`config.mk`:
```
export PLATFORM = sky130hd
export DESIGN_NAME = led_blink_multi
export DESIGN_NICKNAME = d
export VERILOG_FILES = /design/src/rtl/led_blink_multi.sv
export SDC_FILE = /design/constraint.sdc
export NUM_CORES = 1
export LEC_CHECK = 0
export BUFFER_PORTS_ARGS = -buffer_cell sky130_fd_sc_hd__clkbuf_2
export CAP_MARGIN = 20
export CORE_MARGIN = 10
export CORE_UTILIZATION = 35
export DETAILED_ROUTE_END_ITERATION = 10
export GPL_TIMING_DRIVEN = 0
export SYNTH_ARGS = -nofsm -noshare
export SYNTH_HDL_FRONTEND = slang
export SYNTH_SLANG_ARGS = --single-unit
```
`constraint.sdc`:
```
create_clock -name i_Clk -period 1.6 [get_ports i_Clk]
set_input_delay 0.08 -clock i_Clk [delete_from_list [all_inputs] [get_ports i_Clk]]
set_output_delay 0.08 -clock i_Clk [all_outputs]
set_load 0.02 [all_outputs]
```
`src/rtl/led_blink_multi.sv`:
```
// Multi-channel LED driver: per-channel OFF/ON/BLINK/PULSE modes with programmable period.
// Optional global PWM dimmer compiled in with `define LED_BLINK_DIM_EN.
module led_blink_multi #(
    parameter int NUM_LEDS       = 4,
    parameter int CNT_WIDTH      = 24,
    parameter int DEFAULT_PERIOD = 1250000
) (
    input  logic                 i_Clk,
    input  logic                 i_Reset,
    input  logic                 i_Wr_En,
    input  logic [3:0]           i_Wr_Addr,
    input  logic [1:0]           i_Wr_Mode,
    input  logic [CNT_WIDTH-1:0] i_Wr_Period,
    input  logic                 i_Sync,
`ifdef LED_BLINK_DIM_EN
    input  logic [3:0]           i_Dim,
`endif
    output logic [NUM_LEDS-1:0]  o_LED,
    output logic [NUM_LEDS-1:0]  o_Done
);

    typedef enum logic [1:0] {
        MODE_OFF   = 2'd0,
        MODE_ON    = 2'd1,
        MODE_BLINK = 2'd2,
        MODE_PULSE = 2'd3
    } mode_e;

    mode_e                mode_q    [NUM_LEDS];
    mode_e                mode_d    [NUM_LEDS];
    logic [CNT_WIDTH-1:0] period_q  [NUM_LEDS];
    logic [CNT_WIDTH-1:0] period_d  [NUM_LEDS];
    logic [CNT_WIDTH-1:0] counter_q [NUM_LEDS];
    logic [CNT_WIDTH-1:0] counter_d [NUM_LEDS];
    logic [NUM_LEDS-1:0]  state_q;
    logic [NUM_LEDS-1:0]  state_d;
    logic [NUM_LEDS-1:0]  done_d;
    logic [NUM_LEDS-1:0]  led_d;
    logic                 dim_gate_s;

`ifdef LED_BLINK_DIM_EN
    logic [3:0] frame_q;

    // Free-running PWM frame counter for the global dimmer
    always_ff @(posedge i_Clk) begin
        if (i_Reset) begin
            frame_q <= 4'd0;
        end else begin
            frame_q <= frame_q + 4'd1;
        end
    end

    assign dim_gate_s = (frame_q < i_Dim);
`else
    assign dim_gate_s = 1'b1;
`endif

    // Per-channel next state: write beats sync, sync beats counting
    always_comb begin
        for (int ch = 0; ch < NUM_LEDS; ch++) begin
            mode_d[ch]    = mode_q[ch];
            period_d[ch]  = period_q[ch];
            counter_d[ch] = counter_q[ch];
            state_d[ch]   = state_q[ch];
            done_d[ch]    = 1'b0;
            if (i_Wr_En && (i_Wr_Addr == 4'(ch))) begin
                mode_d[ch]    = mode_e'(i_Wr_Mode);
                period_d[ch]  = i_Wr_Period;
                counter_d[ch] = '0;
                state_d[ch]   = (i_Wr_Mode != 2'd0);
            end else if (i_Sync && (mode_q[ch] == MODE_BLINK)) begin
                counter_d[ch] = '0;
                state_d[ch]   = 1'b1;
            end else begin
                case (mode_q[ch])
                    MODE_BLINK: begin
                        if (counter_q[ch] == period_q[ch]) begin
                            counter_d[ch] = '0;
                            state_d[ch]   = ~state_q[ch];
                        end else begin
                            counter_d[ch] = counter_q[ch] + CNT_WIDTH'(1);
                        end
                    end
                    MODE_PULSE: begin
                        if (counter_q[ch] == period_q[ch]) begin
                            counter_d[ch] = '0;
                            state_d[ch]   = 1'b0;
                            mode_d[ch]    = MODE_OFF;
                            done_d[ch]    = 1'b1;
                        end else begin
                            counter_d[ch] = counter_q[ch] + CNT_WIDTH'(1);
                            state_d[ch]   = 1'b1;
                        end
                    end
                    default: begin
                        counter_d[ch] = '0;
                    end
                endcase
            end
        end
        led_d = state_q & {NUM_LEDS{dim_gate_s}};
    end

    // Channel registers and registered outputs
    always_ff @(posedge i_Clk) begin
        if (i_Reset) begin
            for (int ch = 0; ch < NUM_LEDS; ch++) begin
                mode_q[ch]    <= MODE_OFF;
                period_q[ch]  <= CNT_WIDTH'(DEFAULT_PERIOD);
                counter_q[ch] <= '0;
            end
            state_q <= '0;
            o_LED   <= '0;
            o_Done  <= '0;
        end else begin
            for (int ch = 0; ch < NUM_LEDS; ch++) begin
                mode_q[ch]    <= mode_d[ch];
                period_q[ch]  <= period_d[ch];
                counter_q[ch] <= counter_d[ch];
            end
            state_q <= state_d;
            o_LED   <= led_d;
            o_Done  <= done_d;
        end
    end

endmodule

```
### Word level (Yosys, flattened, before mapping)

Memories as Yosys holds them, arrays and structs flattened.
Index checks and enable logic that the tools add are counted.

| operators by class | value |
|---|---|
| muxes and demuxes | 75 |
| bitwise operators | 20 |
| equality and inequality tests | 19 |
| add/sub/neg operators | 4 |
| reductions and logical operators | 26 |

Operators with widths:

| cell | count |
|---|---|
| $mux 24 | 28 |
| $add 24x1->24 const B | 4 |
| $eq 24x24->1 | 4 |
| $mux 2 | 20 |
| $mux 1 | 23 |
| $eq 2x2->1 const B | 8 |
| $ne 4x2->1 const B | 4 |
| $reduce_bool 4->1 | 4 |
| $reduce_or 4->1 | 4 |
| $or 1x1->1 | 12 |
| $eq 4x2->1 const B | 2 |
| $logic_and 1x1->1 | 8 |
| $not 1->1 | 8 |
| $pmux 1 s2 | 4 |
| $reduce_and 2->1 | 4 |
| $reduce_or 2->1 | 4 |
| $eq 4x1->1 const B | 1 |
| $logic_not 4->1 | 1 |
| $reduce_bool 2->1 | 1 |

| storage, ports and cells | value |
|---|---|
| bits in registers | 12 |
| RAM bits | 200 |
| input port bits | 34 |
| memories | 3 |
| output and inout port bits | 8 |

Memory list:

| memory | words | width | rd ports | clocked after memory_dff | wr ports | line | text |
|---|---|---|---|---|---|---|---|
| counter_q | 4 | 24 | 4 | 0 | 4 | 33 | `logic [CNT_WIDTH-1:0] counter_q [NUM_LEDS];` |
| period_q | 4 | 24 | 4 | 0 | 4 | 31 | `logic [CNT_WIDTH-1:0] period_q [NUM_LEDS];` |
| mode_q | 4 | 2 | 4 | 0 | 4 | 29 | `mode_e mode_q [NUM_LEDS];` |

### Logic depth before layout (Yosys ltp)

Gate-level depths: netlist (run 1).
An unclocked memory read counts as a cell.

| logic depth | value |
|---|---|
| word-level depth | 7 |
| depth in mapped cells | 8 |
| mapped depth without buffers | 7 |

### Worst setup path after synthesis (run 1)

No wires, ideal clock.

| path | value |
|---|---|
| path type | flip-flop to flip-flop |
| start point | memory counter_q[0][2] |
| end point | register state_q[0], in the netlist led_d[0] |
| library setup time | 0.119 ns |
| path slack | -0.031 ns |
| stages on the path, launching flop included | 8 |
| required time | 1.481 ns |
| arrival | 1.512 ns |
| cell sequence | dfxtp_1 > buf_6 > xor2_2 > nor4_2 > nand4_1 > or3_1 > a21oi_1 > o21ai_1 |

RTL lines:

| element | line | text |
|---|---|---|
| start: declaration | 33 |  |
| end signal: assignment | 121 | `state_q <= state_d;` |
| end: declaration | 35 | `logic [NUM_LEDS-1:0] state_q;` |

==> results of run 1 <==
## layer usage
metal / wire length, µm / track usage
met1: 12700 / 0.211
met4: 603 / 0.0410
met3: 1150 / 0.0220
met5: 0 / 0
met2: 12100 / 0.250
## cells by family (layout without fill, tap and decap cells)
kind of cell,Yosys count,in the layout,synth area share
and+or+nand+nor,528,528,0.268
DFF,212,212,0.457
xor gates and xnor gates,184,184,0.174
AOI/OAI and AO/OA,98,98,0.0593
buffers and inverters,67,204,0.0362
adders and majority gates,4,4,0.00539
## power groups by stage
stage          Sequential, W  Combinational (W)  Clock, W
6_report             0.00535           0.000441   0.00548
4_1_cts              0.00535           0.000430   0.00559
3_5_place_dp         0.00547           0.000373         0
5_1_grt              0.00535           0.000472   0.00580
3_3_place_gp         0.00547           0.000372         0
2_1_floorplan        0.00547           0.000178         0
## what timing repair did
action,CTS,global route
buffers inserted,24,5
pin swaps,50,31
gates resized for setup,78,60
hold buffers,25,0
setup endpoints to repair,112,112
gates cloned,2,0
hold endpoints to repair,99,0
## registers in the layout, indices dropped and copies added, names as in the netlist
register   count
mode_q         8
o_LED          4
led_d          4
o_Done         4
period_q      96
counter_q     96
## placed cells by master, fill, tap and decap left out, types with 27 or more instances in the layout
cell type,n
a21oi_1,70
clkbuf_2,39
dfxtp_1,169
dfxtp_2,36
nand2_1,227
nand3_1,27
nand3b_1,36
nor2_1,105
xnor2_1,43
xor2_1,137
## stage by stage
| step | power, W | TNS [ps] |
|---|---|---|
| floorplan | 0.00564 | 0 |
| global placement | 0.00585 | -45230 |
| detailed placement | 0.00585 | -45920 |
| CTS | 0.0114 | -13700 |
| global route | 0.0116 | -27960 |
| finish | 0.0113 | -16180 |
## final cells by class
| class | instances | share of cell area |
|---|---|---|
| multi-input combinational | 814 | 0.433 |
| sequential | 212 | 0.372 |
| clock buffer | 38 | 0.0667 |
| timing repair buffer | 95 | 0.0607 |
| tap | 335 | 0.0361 |
| buffer | 45 | 0.0223 |
| inverter | 21 | 0.00679 |
| clock inverter | 5 | 0.00237 |
## worst register-to-register path, delay by kind of cell, from the launching register on
| family | cells | cell delay [ps] |
|---|---|---|
| AO/OA/AOI/OAI | 3 | 500 |
| XOR/XNOR | 1 | 170 |
| AND/OR/NAND/NOR | 2 | 580 |
| buffers and inverters | 1 | 200 |
| flip-flops | 1 | 340 |
## final timing paths
path / end / from / cells after the start
worst max-delay path: led_d[3] / period_q[3][14] / 7
worst min register to register: counter_q[3][0] / counter_q[3][0] / 1
worst min-delay path: mode_q[1][0] / i_Wr_Mode[0] / 4
worst max register to register: led_d[3] / period_q[3][14] / 7
## synth_stat cells, drive strengths merged, types with 3 or more instances
| library cell | number | area, µm² |
|---|---|---|
| a211o | 4 | 40.0 |
| a21o | 6 | 45.0 |
| a21oi | 72 | 360 |
| and2 | 5 | 31.3 |
| and3 | 19 | 119 |
| and4 | 7 | 63.8 |
| buf | 23 | 170 |
| clkbuf | 23 | 87.6 |
| dfxtp | 212 | 4240 |
| ha | 4 | 50.1 |
| inv | 21 | 78.8 |
| nand2 | 227 | 852 |
| nand3 | 30 | 165 |
| nand3b | 36 | 270 |
| nand4 | 24 | 156 |
| nor2 | 132 | 495 |
| nor2b | 3 | 18.8 |
| nor3 | 5 | 45.0 |
| nor4 | 29 | 188 |
| o211ai | 4 | 30.0 |
| o21ai | 8 | 40.0 |
| or3 | 5 | 36.3 |
| xnor2 | 43 | 377 |
| xor2 | 141 | 1240 |
==> results.md, run 1 <==
- Max-slew headroom: 0.523
- First-pass GRT wire length: 41.6 mm
- Max Fclk: between 0.5 and 0.6 GHz
- Num CTS Buffers: 24
- GR Overflow Total: 0
- CP Buf/Inv Count: 1
- Cell count after synthesis: 1093
- Design Area, Final: 0.0116 mm²
- Placed Cells: 1467
- CTS tree: done
- Drt pass-1 iters: 4
- Die ar.: 0.0334 mm²
- EDFF count, synth: 0
- Layout Skew: about 12 ps
- Seq pwr share: 0.474
- Reg-to-reg slack, setup: -240 ps
- Vias in the first global route: 7451
- YS warnings: 0
- Post-Syn Area per Cell: 8.50 µm²
- Pwr/cell area: between 900 and 1000 mW/mm²
- Clk buf depth: 3
- Top Ports: 42
- CP required: 2050 ps
- Peak supply drop: 0.000544 V
- Post-Layout Cell Count: 1565
- Core Footprint: 0.0261 mm²
- Post-DRT Antenna Nets: 0
- WL/cell: between 15 and 20 µm
- FF+latch count, synth: 212
- Cells along the critical path: xor2_2 -> nor4_2 -> nand4_1 -> buf_4 -> o211ai_1 -> a21oi_4 -> o21ai_1
- Skew-Pair Late Insertion Delay: about 520 ps
- Async SR Flop Fraction: 0
- Drt total wl: 26.5 mm
- Post-DP HPWL: 18.5 mm
- Fillers: 2566
- Gpl congestion: 0.844
- Clock power share: 0.486
- Failing checks: negative setup slack
- Final-report hold violation count: 0
- Part of the power in combinational logic: 0.039
- Cell row count: 59
- Die width: about 180 µm
- Clock H-tree levels: 1
- Residual DRC: 0
- Final Max Slew Viols: 0
- Pleak: 4.48 nW
- Max Cap Viol: 0
- Reg clk slew, reported paths: 60 ps
- Setup-failing EPs final: 110
- Switching share of power: 0.222
- Syn Nets: 1131
- Worst slew pin tran: about 710 ps
- Via-to-Cell Ratio: 4.89
- Unique masters post-synth: a little over 40
- Final Cycle Share: 1.15
- Vias: 7648
- Cell Area, Synth: approximately 0.0093 mm²
- Initial antenna violation count: 0
- CP Max Fanout: 3
- DRT iter0 DRCs: 512
- Port Buffers: 39
- Crit path max-delay family: simple AND/OR/NAND/NOR gates
- Predominant post-synthesis flop cell: dfxtp_1
- Setup slack after layout: -243 ps
- Starting Density: 0.356
- Setup WS pre-CTS: -434 ps
- Slowest-stage cell, CP: dfxtp_2
- Startpoint types: register
- Hold Crit Class: input pin to register
- Multi-input logic area: 0.00503 mm²
- Sink Count: 212
- Psw: 0.00250 W
- Minimum clock period: 1840 ps
- Placed Area: 0.00990 mm²
- Hold Worst Slack: 73.6 ps
- Status: finished with violations
- Area grow syn2layout: 25.0%
- CP endpoint kind: register
- Fin util: 0.446
- GRT Overall Usage: 0.154
- CTS root buf: clkbuf_16
- Biggest cell delay along the critical path: 340 ps
- Seq. cell area: 0.00432 mm²
- Internal: 0.00877 W
- Net count, final: 1251
- Kind of critical path: register to register
- RSZ-0062 raised after global routing: true
- Largest net degree at the start of global routing: 13
- Worst path arrival time: 2290 ps
- N_diodes: 0
- DIE HEIGHT: roughly 180 µm
- Layout cells sized above 1: 0.200
- Post-synthesis sequential area ratio: 0.457
(Power assumes the default switching activity.)
==> run 2: changes to the inputs <==
Settings changed: BUFFER_PORTS_ARGS -buffer_cell sky130_fd_sc_hd__clkbuf_2 to unset, CORE_MARGIN 10 to unset, DONT_BUFFER_PORTS set to 1.
==> results.md, run 2 (same netlist as run 1, synthesis figures left out) <==
- Kind of critical path: register to register (unchanged)
- Top Ports: 42 (unchanged)
- CP Buf/Inv Count: 2 (was 1)
- Net count, final: 1236 (was 1251)
- Gpl congestion: 0.816 (was 0.844)
- Final Cycle Share: 1.16 (was 1.15)
- CTS root buf: clkbuf_16 (unchanged)
- CP required: 2000 ps (was 2050 ps)
- Most frequent cells in the layout: 227 x nand2_1, 160 x dfxtp_1, 139 x xor2_1 (was 227 x nand2_1, 169 x dfxtp_1, 137 x xor2_1)
- Setup TNS: -18440 ps (was -16180 ps)
- GR Overflow Total: 0 (unchanged)
- DRT iter0 DRCs: 490 (was 512)
- Starting Density: 0.356 (unchanged)
- Worst path arrival time: 2270 ps (was 2290 ps)
- First-pass GRT wire length: 41.5 mm (was 41.6 mm)
- Drt pass-1 iters: 5 (was 4)
- GR peak layer: met2 (unchanged)
- Setup slack after layout: -263 ps (was -243 ps)
- Commonest non-fill, non-tap cell in the layout: nand2_1 (unchanged)
- Design Area, Final: 0.0118 mm² (was 0.0116 mm²)
- Reg clk slew, reported paths: 60 ps (about the same)
- Clock H-tree levels: 1 (unchanged)
- Biggest regs: counter_q x96, period_q x96, mode_q x8 (unchanged)
- Max Fclk: 0.537 GHz (was 0.543 GHz)
- Met1 Resource Use GR: 0.278 (was 0.211)
- Drt total wl: 26.7 mm (was 26.5 mm)
- CP Max Fanout: 5 (was 3)
- Biggest cell delay along the critical path: 340 ps (about the same)
- Slowest-stage cell, CP: nor4_2 (was dfxtp_2)
- Peak supply drop: 0.000823 V (was 0.000544 V)
- Final Max Slew Viols: 0 (unchanged)
- Sink Count: 212 (unchanged)
- Area grow syn2layout: 26.7% (was 25.0%)
- Die width: 165 µm (was 183 µm)
- Status: finished with violations (unchanged)
- Cell row count: 59 (unchanged)
- Max-slew headroom: 0.517 (was 0.523)
- Placed Area: 0.00971 mm² (was 0.00990 mm²)
- Core Footprint: 0.0261 mm² (unchanged)
- Vias in the first global route: 7347 (was 7451)
- Pwr/cell area: 941 mW/mm² (was 971 mW/mm²)
- Pleak: 4.49 nW (was 4.48 nW)
- Largest net degree at the start of global routing: 13 (unchanged)
- Max Cap Viol: 0 (unchanged)
- Startpoint types: register (unchanged)
- RSZ-0062 raised after global routing: true (unchanged)
- Die ar.: 0.0272 mm² (was 0.0334 mm²)
- Setup-failing EPs final: 110 (unchanged)
- Final-report hold violation count: 0 (unchanged)
- DIE HEIGHT: 165 µm (was 183 µm)
- Worst slew pin tran: 725 ps (was 713 ps)
- Via-to-Cell Ratio: 4.95 (was 4.89)
- Initial antenna violation count: 1 (was 0)
- Layout cells sized above 1: 0.216 (was 0.200)
- Crit path max-delay family: simple AND/OR/NAND/NOR gates (unchanged)
- M3 GR Usage: 0.0311 (was 0.0220)
- Port Buffers: 0 (was 39)
- Vias: 7653 (was 7648)
- Residual DRC: 0 (unchanged)
- Clk buf depth: 3 (unchanged)
- Minimum clock period: 1860 ps (was 1840 ps)
- Fin util: 0.451 (was 0.446)
- Hold Crit Class: input pin to register (unchanged)
- Tot Pwr: 0.0111 W (was 0.0113 W)
- Post-DRT Antenna Nets: 0 (unchanged)
- Layout Skew: 5.85 ps (was 12.4 ps)
- Post-DP HPWL: 17.9 mm (was 18.5 mm)
- GRT Overall Usage: 0.200 (was 0.154)
- Skew-Pair Late Insertion Delay: 520 ps (about the same)
- Num CTS Buffers: 24 (unchanged)
- Cells along the critical path: xor2_1 -> nor4_2 -> nand4_1 -> nor2_2 -> a211o_4 -> buf_12 -> buf_8 -> nor2_1 (was xor2_2 -> nor4_2 -> nand4_1 -> buf_4 -> o211ai_1 -> a21oi_4 -> o21ai_1)
- Grt met2 use: 0.319 (was 0.250)
- N_diodes: 0 (unchanged)
- CTS tree: done (unchanged)
- CP endpoint kind: register (unchanged)
- Failing checks: negative setup slack (unchanged)
- WL/cell: 17.3 µm (was 16.9 µm)
## run 2: changes by cell type in the layout (fill, tap and decap cells not counted), moves of 7 or more
| cell | before | now |
|---|---|---|
| nor2_2 | 22 | 52 |
| dfxtp_1 | 169 | 160 |
| dfxtp_2 | 36 | 44 |
| clkbuf_8 | 11 | 4 |
| clkbuf_2 | 39 | 0 |
| buf_6 | 14 | 22 |
| nor2_1 | 105 | 75 |
| buf_4 | 24 | 32 |
## run 2: through the flow
stage | hold slack (ps) | setup slack [ps] | instances
floorplan | 201 | 12.3 | 1093
global placement | 203 | -417 | 1428
detailed placement | 211 | -408 | 1428
CTS | 4.57 | -217 | 1537
global route | 49.1 | -354 | 1546
finish | 14.9 | -263 | 1546
## run 2: per-layer routing
layer  share of wire  wire, µm  up-vias
met5         0.00049        13        -
met4           0.026       688        2
met3           0.048      1280       47
met2            0.46     12200      175
met1            0.47     12600     3633
li1                -         -     3796
## run 2: where the power goes
| part | internal (W) | switching, W | total, W |
|---|---|---|---|
| combinational | 0.000143 | 0.000265 | 0.000408 |
| clock | 0.00317 | 0.00214 | 0.00531 |
| sequential | 0.00531 | 0.0000366 | 0.00535 |
| total | 0.00863 | 0.00244 | 0.0111 |
## run 2: what timing repair did
| item | CTS | global route |
|---|---|---|
| buffers inserted | 35 | 10 |
| endpoints found under the setup margin | 112 | 112 |
| hold buffers | 28 | 0 |
| hold endpoints to repair | 111 | 0 |
| pin swaps | 111 | 31 |
| gates resized for setup | 127 | 69 |
| gates cloned | 8 | 0 |
## run 2: layout make-up
class	instances	area [µm²]
fillers	2530	14300
multi-input cells	814	5100
flip-flops and latches	212	4330
repair buffers	80	812
clock buffers	35	703
well taps	335	419
plain buffers	45	270
inverters	21	78.8
clock inverters	4	48.8
## run 2: worst paths after layout
kind	slack (ps)	cells past startpoint	startpoint	to
setup / recovery	-260	8	period_q[1][12]	counter_q[1][8]
hold / removal	10	4	i_Wr_Mode[0]	led_d[0]
setup reg to reg	-260	8	period_q[1][12]	counter_q[1][8]
hold reg to reg	440	1	counter_q[0][0]	counter_q[0][0]
## run 2: worst register-to-register path, delay by kind of cell (launching register included)
family                    cells  cell delay (ps)
buffers and inverters         2              270
and+or+nand+nor               4              820
DFF                           1              330
AOI/OAI and AO/OA             1              160
xor gates and xnor gates      1              170
==> run 3: changes to the inputs <==
Settings changed: CORE_UTILIZATION 35 to 41, CTS_CLUSTER_SIZE set to 12.
==> results.md, run 3 (same netlist as run 1, synthesis figures left out) <==
- Status: finished with violations (unchanged)
- Failing checks: design-rule violations, negative setup slack (was negative setup slack)
- Drt pass-1 iters: 8 (was 5)
- Kind of critical path: register to register (unchanged)
- Final-report hold violation count: 0 (unchanged)
- Placed Area: 0.00964 mm² (was 0.00971 mm²)
- Max Cap Viol: 0 (unchanged)
- Die width: 153 µm (was 165 µm)
- Hold EP: led_d[3] (was led_d[0])
- Port Buffers: 0 (unchanged)
- Worst path arrival time: 2230 ps (was 2270 ps)
- CP Max Fanout: 7 (was 5)
- GRT Overall Usage: 0.217 (was 0.200)
- First-pass GRT wire length: 39.6 mm (was 41.5 mm)
- Setup TNS: -16850 ps (was -18440 ps)
- Drt total wl: 25.8 mm (was 26.7 mm)
- Largest net degree at the start of global routing: 13 (unchanged)
- Cell row count: 54 (was 59)
- DIE HEIGHT: 153 µm (was 165 µm)
- Minimum clock period: 1830 ps (was 1860 ps)
- Top Ports: 42 (unchanged)
- Max-slew headroom: 0.536 (was 0.517)
- Most frequent cells in the layout: 227 x nand2_1, 162 x dfxtp_1, 135 x xor2_1 (was 227 x nand2_1, 160 x dfxtp_1, 139 x xor2_1)
- Hold path depth: 4 (unchanged)
- Layout cells sized above 1: 0.204 (was 0.216)
- Worst r2r dst: counter_q[0][13] (was counter_q[1][8])
- Biggest regs: counter_q x96, period_q x96, mode_q x8 (unchanged)
- Core Footprint: 0.0220 mm² (was 0.0261 mm²)
- Vias in the first global route: 7183 (was 7347)
- Seq. cell area: 0.00433 mm² (unchanged)
- Layout Skew: 10.1 ps (was 5.85 ps)
- Setup slack after layout: -228 ps (was -263 ps)
- Residual DRC: 3 (was 0)
- WL/cell: 17.4 µm (was 17.3 µm)
- Num CTS Buffers: 24 (unchanged)
- RSZ-0062 raised after global routing: true (unchanged)
- Clock H-tree levels: 1 (unchanged)
- Post-DP HPWL: 17.5 mm (was 17.9 mm)
- DRT iter0 DRCs: 427 (was 490)
- Final Cycle Share: 1.14 (was 1.16)
- Startpoint types: register (unchanged)
- Final Max Slew Viols: 0 (unchanged)
- CP endpoint kind: register (unchanged)
- Sink Count: 212 (unchanged)
- Hold Crit Class: input pin to register (unchanged)
- GR Overflow Total: 0 (unchanged)
- Clk buf depth: 3 (unchanged)
- CTS root buf: clkbuf_16 (unchanged)
- CP required: 2010 ps (was 2000 ps)
- Max Fclk: 0.547 GHz (was 0.537 GHz)
- Reg-to-reg slack, setup: -230 ps (was -260 ps)
- Min-delay src: i_Wr_Mode[1] (was i_Wr_Mode[0])
- Pwr/cell area: 951 mW/mm² (was 941 mW/mm²)
- Post-DRT Antenna Nets: 0 (unchanged)
- Design Area, Final: 0.0116 mm² (was 0.0118 mm²)
- Net count, final: 1226 (was 1236)
- N_diodes: 0 (unchanged)
- Gpl congestion: 0.826 (was 0.816)
- Worst slew pin tran: 695 ps (was 725 ps)
- Starting Density: 0.422 (was 0.356)
- Worst r2r src: period_q[0][11] (was period_q[1][12])
- Area grow syn2layout: 24.9% (was 26.7%)
- Multi-input logic area: 0.00514 mm² (was 0.00510 mm²)
- Die ar.: 0.0233 mm² (was 0.0272 mm²)
- Vias: 7581 (was 7653)
- Peak supply drop: 0.000624 V (was 0.000823 V)
- Pleak: 4.39 nW (was 4.49 nW)
- Via-to-Cell Ratio: 5.11 (was 4.95)
- Fillers: 2063 (was 2530)
- Skew-Pair Late Insertion Delay: 520 ps (about the same)
- CTS tree: done (unchanged)
- Commonest non-fill, non-tap cell in the layout: nand2_1 (unchanged)
- Reg clk slew, reported paths: 60 ps (about the same)
- Initial antenna violation count: 0 (was 1)
- Setup-failing EPs final: 103 (was 110)
- Worst R2R Path Depth: 7 (was 8)
[run 3: cell count changes in the layout (fill, tap and decap cells not counted), moves of 3 or more]
cell	previous run	this run
clkbuf_8	4	7
nor2_1	75	78
buf_16	3	0
xor2_2	2	6
nor2_2	52	36
dfxtp_2	44	41
xor2_1	139	135
buf_6	22	14
nor2_4	5	18
[run 3: worst max-delay path, stage by stage, from the launching register on]
cell and delay, ps:
dfxtp_2 330, xor2_2 170, nor4_2 370, nand4_1 230, nor2_2 210, a211o_4 200, buf_8 160, nor2_2 50
[run 3: final cells by class]
class | instances | share of cell area
tap | 280 | 0.0302
multi-input combinational | 814 | 0.443
timing repair buffer | 70 | 0.0579
clock buffer | 38 | 0.0642
buffer | 45 | 0.0231
sequential | 212 | 0.373
clock inverter | 3 | 0.00129
inverter | 21 | 0.00679
[run 3: how the worst max path moves through the flow]
stage                startpoint                to  slack [ps]  cells after the start
5_1_grt         period_q[2][16]          led_d[2]        -330                      7
3_5_place_dp   counter_q[2][16]   counter_q[2][9]        -350                      7
4_1_cts          period_q[2][5]          led_d[2]        -230                      6
3_3_place_gp   counter_q[2][16]  counter_q[2][11]        -400                      7
6_report        period_q[0][11]  counter_q[0][13]        -230                      7
2_1_floorplan   counter_q[1][2]          led_d[1]          10                      6
[run 3: repair_timing]
item	4_1_cts	5_1_grt
pin swaps	59	54
hold buffers	28	0
setup buffers	22	14
gates cloned	4	2
gates resized for setup	85	110
setup endpoints to repair	112	112
hold endpoints to repair	111	0
[run 3: where the power goes]
part           internal [W]  switching [W]
registers           0.00531      0.0000365
logic              0.000141       0.000255
clock network       0.00316        0.00213
total               0.00861        0.00243
[run 3: per-layer routing]
| metal | part of all wire | wire, µm | vias up | global-route usage |
|---|---|---|---|---|
| met5 | 0 | 0 | - | 0 |
| met4 | 0.023 | 597 | 0 | 0.0524 |
| met3 | 0.046 | 1200 | 39 | 0.0324 |
| met2 | 0.46 | 11800 | 140 | 0.354 |
| met1 | 0.47 | 12200 | 3623 | 0.302 |
| li1 | - | - | 3779 | - |
[run 3: stage by stage]
stage                     hold slack [ps]   util  std cells  power, W  setup slack, ps
after floorplan                       201      -       1093   0.00564             12.3
final                                28.1  0.527       1483    0.0110             -228
after global placement                205  0.438       1373   0.00571             -397
after CTS                            13.6  0.504       1468    0.0111             -226
after global routing                 68.4  0.527       1483    0.0114             -330
after detailed placement              211  0.438       1373   0.00571             -355
